**src/rtl/byte_cmd_responder.sv**
```systemverilog
// byte_cmd_responder: two-byte command decoder with an 8-bit register and a response FIFO
module byte_cmd_responder #(
    parameter int         FIFO_DEPTH = 4,
    parameter logic [7:0] REG_INIT   = 8'h00
) (
    input  logic                            clk,
    input  logic                            rst,
    input  logic                            req_valid,
    input  logic [7:0]                      req_data,
    output logic                            req_ready,
    output logic                            rsp_valid,
    output logic [7:0]                      rsp_data,
    input  logic                            rsp_ready,
    output logic [$clog2(FIFO_DEPTH+1)-1:0] rsp_count,
    output logic                            busy
);
    localparam int AW = (FIFO_DEPTH > 1) ? $clog2(FIFO_DEPTH) : 1;
    localparam int CW = $clog2(FIFO_DEPTH + 1);
    localparam logic [CW-1:0] DEPTH_C = CW'(FIFO_DEPTH);

    typedef enum logic [1:0] {IDLE, ARG, EXEC} state_t;

    state_t         state, state_nxt;
    logic [1:0]     op;
    logic [7:0]     arg;
    logic [7:0]     reg_q;
    logic [7:0]     result;
    logic [7:0]     mem [FIFO_DEPTH];
    logic [AW-1:0]  wr_ptr, rd_ptr;
    logic [CW-1:0]  count;
    logic           req_fire, push, pop;

    assign req_ready = (state == IDLE) || ((state == ARG) && (count < DEPTH_C));
    assign req_fire  = req_valid && req_ready;
    assign push      = (state == EXEC);
    assign rsp_valid = (count != '0);
    assign pop       = rsp_valid && rsp_ready;
    assign rsp_data  = rsp_valid ? mem[rd_ptr] : 8'h00;
    assign rsp_count = count;
    assign busy      = (state != IDLE) || rsp_valid;

    // next state and the opcode result (WRITE and READ both answer with the current register)
    always_comb begin
        state_nxt = state;
        result    = (op == 2'b00) ? arg : (op == 2'b01) ? arg + reg_q : reg_q;
        case (state)
            IDLE:    state_nxt = req_fire ? ARG : IDLE;
            ARG:     state_nxt = req_fire ? EXEC : ARG;
            default: state_nxt = IDLE;
        endcase
    end

    // state register
    always_ff @(posedge clk) begin
        if (rst) state <= IDLE;
        else     state <= state_nxt;
    end

    // latch opcode from the command byte and operand from the argument byte
    always_ff @(posedge clk) begin
        if (rst) begin
            op  <= 2'b00;
            arg <= 8'h00;
        end else begin
            if (req_fire && state == IDLE) op  <= req_data[1:0];
            if (req_fire && state == ARG)  arg <= req_data;
        end
    end

    // register update commits on the same edge the WRITE response is pushed
    always_ff @(posedge clk) begin
        if (rst)                         reg_q <= REG_INIT;
        else if (push && op == 2'b10)    reg_q <= arg;
    end

    // FIFO storage; contents are don't-care while empty so no reset is needed
    always_ff @(posedge clk) begin
        if (push && !rst) mem[wr_ptr] <= result;
    end

    // FIFO pointers and occupancy; ARG back-pressure guarantees push never hits a full FIFO
    always_ff @(posedge clk) begin
        if (rst) begin
            wr_ptr <= '0;
            rd_ptr <= '0;
            count  <= '0;
        end else begin
            if (push) wr_ptr <= wr_ptr + AW'(1);
            if (pop)  rd_ptr <= rd_ptr + AW'(1);
            count <= count + CW'(push) - CW'(pop);
        end
    end
endmodule

```
**config.mk**
```make
export PLATFORM = sky130hd
export DESIGN_NAME = byte_cmd_responder
export DESIGN_NICKNAME = d
export VERILOG_FILES = /design/src/rtl/byte_cmd_responder.sv
export SDC_FILE = /design/constraint.sdc
export NUM_CORES = 1
export LEC_CHECK = 0
export ABC_AREA = 1
export CAP_MARGIN = 20
export CORE_AREA = 5 5 82 84
export CTS_CLUSTER_DIAMETER = 30
export CTS_CLUSTER_SIZE = 30
export DETAILED_ROUTE_END_ITERATION = 8
export DIE_AREA = 0 0 87 89
export GPL_TIMING_DRIVEN = 0
export MAX_ROUTING_LAYER = met4
export PLACE_DENSITY = 0.78
export SYNTH_ARGS = -nofsm -noshare
export SYNTH_HDL_FRONTEND = slang
export SYNTH_SLANG_ARGS = --single-unit
export TNS_END_PERCENT = 20
```
**constraint.sdc**
```tcl
create_clock -name clk -period 1.84 [get_ports clk]
set_input_delay 0.276 -clock clk [delete_from_list [all_inputs] [get_ports clk]]
set_output_delay 0.276 -clock clk [all_outputs]
set_load 0.05 [all_outputs]
```
Word-level counts from Yosys, hierarchy flattened
Memories as Yosys holds them, arrays and structs flattened. A register that Yosys moved wholly into a read port is not among the register bits.
Cells that the tools add are included.
Operators by class
  equal/unequal tests: 4
  add/subtract/negate cells: 5
  reductions and logical operators: 14
  multiplexer cells: 10
  $lt $le $gt $ge: 1
Operators by type and width (number)
  $mux W8: 3
  $add A8 B8 Y8: 1
  $logic_and A1 B1 Y1: 7
  $mux W2: 3
  $add A2 B1 Y2 const B: 2
  $eq A2 B1 Y1 const B: 2
  $eq A2 B2 Y1 const B: 2
  $logic_not A2 Y1: 2
  $pmux W2 S2: 1
  $add A3 B1 Y3: 1
  $lt A3 B3 Y1 const B: 1
  $mux W1: 3
  $reduce_bool A3 Y1: 1
  $sub A3 B1 Y3: 1
  $logic_or A1 B1 Y1: 2
  $reduce_bool A2 Y1: 1
  $logic_not A1 Y1: 1
Storage, ports and cells
  input port bits: 12
  memories kept: 1
  RAM bits: 32
  bits in registers: 27
Memories
  mem: words 4, bits a word 8, read ports 1, clocked after memory_dff 1, write ports 1, line 28  | logic [7:0] mem [FIFO_DEPTH];

Longest topological paths before layout
  word-level depth: 6
  mapped depth: 11
  gate-level depth less buffers: 11

Worst setup path after synthesis
No wires, ideal clock.
  path type: flip-flop to flip-flop
  from: register count[1] (netlist: rsp_count[1])
  to: register count[2] (netlist: rsp_count[2])
  setup time: 0.148 ns
  cell stages (with the launch flop): 11
  data required time: 1.692 ns
  path slack: -0.493 ns
  arrival: 2.185 ns
  cells stage by stage: dfxtp_1 > nor3_2 > nor2_2 > ha_1 > inv_1 > ha_1 > inv_1 > fa_1 > xor2_1 > o21ai_0 > a21oi_1
Between the ends
  longest elaborated chain between the ends: 3
  elaborated cells on any way between the ends: 4
RTL lines
  from (decl): line 30  | logic [CW-1:0] count;
  from (signal assigned): line 90  | count <= count + CW'(push) - CW'(pop);
  $reduce_bool A3 Y1: line 36  | assign rsp_valid = (count != '0);
  $logic_and A1 B1 Y1: line 37  | assign pop = rsp_valid && rsp_ready;
  via pop: line 31  | logic req_fire, push, pop;
  $sub A3 B1 Y3: line 90
The timed path passes the listed nets, and every way through them passes these cells.
A chain may end at the register's enable or synchronous reset.

Worst setup path in the final report
Same ends and word-level chain as after synthesis.

==> flow_summary_export.csv <==
group,metric,value,unit
outcome,outcome,"finished with violations",
outcome,violations,"negative setup slack",
worst_setup_path,crit_slowest_cell,"fa_2",
clocking,ctsRootBufferMaster,"clkbuf_8",
clocking,cts_sinks,61,
floorplan,io_pins,26,
clocking,cts_tree,"yes",
drt,drt_pass1_iterations,4,
floorplan,die_y,89,um
synthesis,netlist_instances,319,
worst_setup_path,reg2reg_depth,10,
layout,syn_to_final_growth,26.21,%
place,placed_area,3243,um^2
clocking,clkTransAtPathRegs,0.07,ns
global_routing,grt_pass1_vias,2118,
layout,drive_gt1_frac,0.2098,
timing,layout_min_cycle_time,2.000,ns
place,dp_hpwl,3.916,mm
hold_path,hold_path_depth,2,
drt,drc_errors,0,
global_routing,grt_overflow,0,
layout,multiInputGateArea,1242,um^2
clocking,clockBufferDepth,2,
layout,finalInstanceArea,3627,um^2
global_routing,grt_max_degree,11,
timing,fin_ws,-0.1599,ns
synthesis,synth_xor_xnor_area_share,0.006095,
place,gp_congestion,0.7990,
clocking,insertion_delay,0.34,ns
worst_setup_path,slowest_delay,0.40,ns
global_routing,grt_pass1_wl,9.632,mm
drt,wl_per_cell,13.18,um
floorplan,initial_utilization,0.4912,
timing,skew,0.006514,ns
worst_setup_path,worstSetupStartpointType,"register",
worst_setup_path,cp.arrival,2.23,ns
synthesis,yosysUniqueCellTypes,33,
timing,rsz0062_at_grt,"yes",
synthesis,syn_nets,346,
synthesis,synth_top_family_by_area,"simple AND/OR/NAND/NOR gates",
global_routing,grt_usage,0.1694,
floorplan,rows,28,
worst_setup_path,path_cells,"nor3_4 > nor2_4 > ha_4 > inv_2 > ha_4 > inv_2 > fa_2 > xor2_2 > o21ai_1 > a21oi_1",
timing,worstMarginPinSlew,0.8095,ns
drt,drtIter0Drc,79,
synthesis,syn_area_per_cell,9.009,um^2
synthesis,synth_warnings,0,
timing,max_clock_freq,0.5000,GHz
worst_setup_path,reg2reg_from,"rsp_count[1]",
power_and_ir_drop,finalPower,5045,uW
global_routing,antenna_found_initial,0,
synthesis,synth.cell_area,2874,um^2
synthesis,ys_ff_latch,61,
power_and_ir_drop,power.static_leakage,0.001460,uW
worst_setup_path,required,2.07,ns
power_and_ir_drop,power_density,1391,nW/um^2
layout,antenna_cells,0,
power_and_ir_drop,peakVddDrop,1087,uV
floorplan,die_area,7743,um^2
timing,setup_tns,-0.1599,ns
worst_setup_path,path_max_fanout,3,
place,io_buffer_count,25,
timing,slew-limit-headroom,0.4584,
timing,slew_violations,0,
clocking,ctsHoldBuffers,0,
clocking,numCtsBuffers,9,
place,pre_cts_ws,-0.3621,ns
job,drv_cap,0,
clocking,htree_num_levels,3,
drt,via_count,2203,
synthesis,yosys.area_share.simple,0.1911,
layout,regArea,1562,um^2
timing,finalCritPeriodShare,1.087,
layout,fin_nets,389,
drt,antenna_left,0,
worst_setup_path,end_kind,"register",
drt,finalWirelength,5.825,mm
floorplan,core-area,5851,um^2
timing,setup_viol_count_final,1,
synthesis,synth_fa_ha_area_frac,0.07053,
timing,hold_violations,0,
floorplan,dieWidth,87,um
layout,finish.utilization,0.6200,
synthesis,synth_mux_area_frac,0,
worst_setup_path,criticalPathCategory,"register to register",
drt,viasPerCell,4.984,
worst_setup_path,ff2ff_setup_slack,-0.16,ns
layout,fillers,461,
hold_path,min-delay-start,"rd_ptr[1]",
synthesis,ys_seq_area_frac,0.5364,
hold_path,hold_class,"register to register",
worst_setup_path,r2r-end,"rsp_count[2]",
synthesis,synth_compound_area_frac,0.1358,
repair_timing:
| item | 4_1_cts | 5_1_grt |
|---|---|---|
| setup endpoints to repair | 26 | 33 |
| pin swaps | 2 | 11 |
| buffers inserted | 2 | 4 |
| cloned | 1 | 0 |
| resized for setup | 69 | 28 |
report_power, final:
| part | internal [uW] | switching, uW | total [uW] |
|---|---|---|---|
| clock | 894 | 510 | 1400 |
| sequential | 1540 | 104 | 1650 |
| combinational | 687 | 1310 | 1990 |
| total | 3120 | 1920 | 5040 |
area by class of cell:
| class | count | area share |
|---|---|---|
| multi-input cells | 218 | 0.3425 |
| repair buffers | 32 | 0.08072 |
| clock buffers | 11 | 0.03622 |
| flip-flops and latches | 61 | 0.4305 |
| clock inverters | 5 | 0.02725 |
| well taps | 75 | 0.02587 |
| plain buffers | 9 | 0.02311 |
| inverters | 31 | 0.03380 |
worst max-delay path by stage:
stage / cells after the start / to / start / slack [ns]
floorplan: 10 / rsp_count[2] / rsp_count[0] / -0.1
global placement: 11 / rsp_count[2] / rsp_ready / -0.33
detailed placement: 11 / rsp_count[2] / rsp_ready / -0.36
CTS: 4 / busy / rsp_count[1] / -0.18
global route: 10 / rsp_count[2] / rsp_count[1] / -0.23
finish: 10 / rsp_count[2] / rsp_count[1] / -0.16
per-layer routing:
| layer | up-vias | GRT usage | share of wire |
|---|---|---|---|
| met4 | 0 | 0.1062 | 0.022 |
| met5 | - | - | 0 |
| met3 | 18 | 0.02488 | 0.044 |
| li1 | 1154 | - | - |
| met2 | 43 | 0.2788 | 0.50 |
| met1 | 988 | 0.1945 | 0.44 |
stage by stage:
step	std cells	hold slack, ns
2_1_floorplan	319	0.3376
3_3_place_gp	419	0.4479
3_5_place_dp	419	0.4543
4_1_cts	438	0.4617
5_1_grt	442	0.4719
6_report	442	0.4667
synthesized netlist by cell type:
cell type | instances | area share
nand3_2 | 1 | 0.0035
nand2_1 | 33 | 0.043
a21oi_1 | 20 | 0.035
inv_1 | 27 | 0.035
nor3_2 | 1 | 0.0035
o21ai_1 | 8 | 0.014
or2_1 | 1 | 0.0022
a21oi_2 | 2 | 0.0061
fa_1 | 2 | 0.014
edfxtp_1 | 32 | 0.33
nand3_1 | 11 | 0.019
nand3_4 | 1 | 0.0061
nor3_1 | 1 | 0.0017
a22oi_1 | 7 | 0.018
nor2_2 | 2 | 0.0044
o21ai_2 | 2 | 0.0061
nand3b_1 | 2 | 0.0052
clkbuf_2 | 1 | 0.0017
xnor2_1 | 1 | 0.0030
and2_1 | 1 | 0.0022
or2_2 | 1 | 0.0022
ha_1 | 13 | 0.057
inv_2 | 3 | 0.0039
buf_4 | 2 | 0.0052
o31ai_1 | 1 | 0.0026
clkbuf_1 | 1 | 0.0013
buf_6 | 1 | 0.0039
dfxtp_1 | 29 | 0.20
xor2_1 | 1 | 0.0030
buf_2 | 4 | 0.0070
clkinv_2 | 1 | 0.0017
o21ai_0 | 31 | 0.054
nor2_1 | 75 | 0.098
flip-flops by register name (all words and copies together) (netlist names), named ones only:
signal     count
rd_ptr         2
rsp_count      3
reg_q          8
wr_ptr         2
op             2
arg            8
state          2
mem           32
critical path: cells and delay by family (launching register included):
| kind | cells | cell delay (ns) |
|---|---|---|
| AO/OA/AOI/OAI | 2 | 0.21 |
| XOR/XNOR | 1 | 0.19 |
| adder cells (fa/ha/maj) | 3 | 0.73 |
| buffers and inverters | 2 | 0.09 |
| flip-flops | 1 | 0.36 |
| AND/OR/NAND/NOR | 2 | 0.30 |
placed cells by master (no fill, tap or decap), types with 3 or more instances in the layout:
| master | count |
|---|---|
| clkbuf_8 | 10 |
| bufinv_16 | 3 |
| o21ai_1 | 10 |
| o21ai_0 | 28 |
| nand2_1 | 30 |
| nand3_1 | 11 |
| nand2_2 | 3 |
| edfxtp_1 | 32 |
| dfxtp_4 | 4 |
| inv_2 | 7 |
| buf_4 | 15 |
| clkdlybuf4s50_1 | 12 |
| ha_1 | 10 |
| dfxtp_2 | 4 |
| a22oi_1 | 7 |
| o21ai_2 | 3 |
| nor2_1 | 75 |
| dfxtp_1 | 21 |
| inv_1 | 21 |
| clkbuf_1 | 3 |
| ha_4 | 3 |
| a21oi_1 | 20 |
logic make-up (layout without fill, tap and decap cells):
group / Yosys count / after routing
buffers and inverters: 40 / 88
and+or+nand+nor: 130 / 130
AOI/OAI and AO/OA: 71 / 71
xor gates and xnor gates: 2 / 2
DFF: 61 / 61
adders and majority gates: 15 / 15
Power figures use the tool's default switching activity.
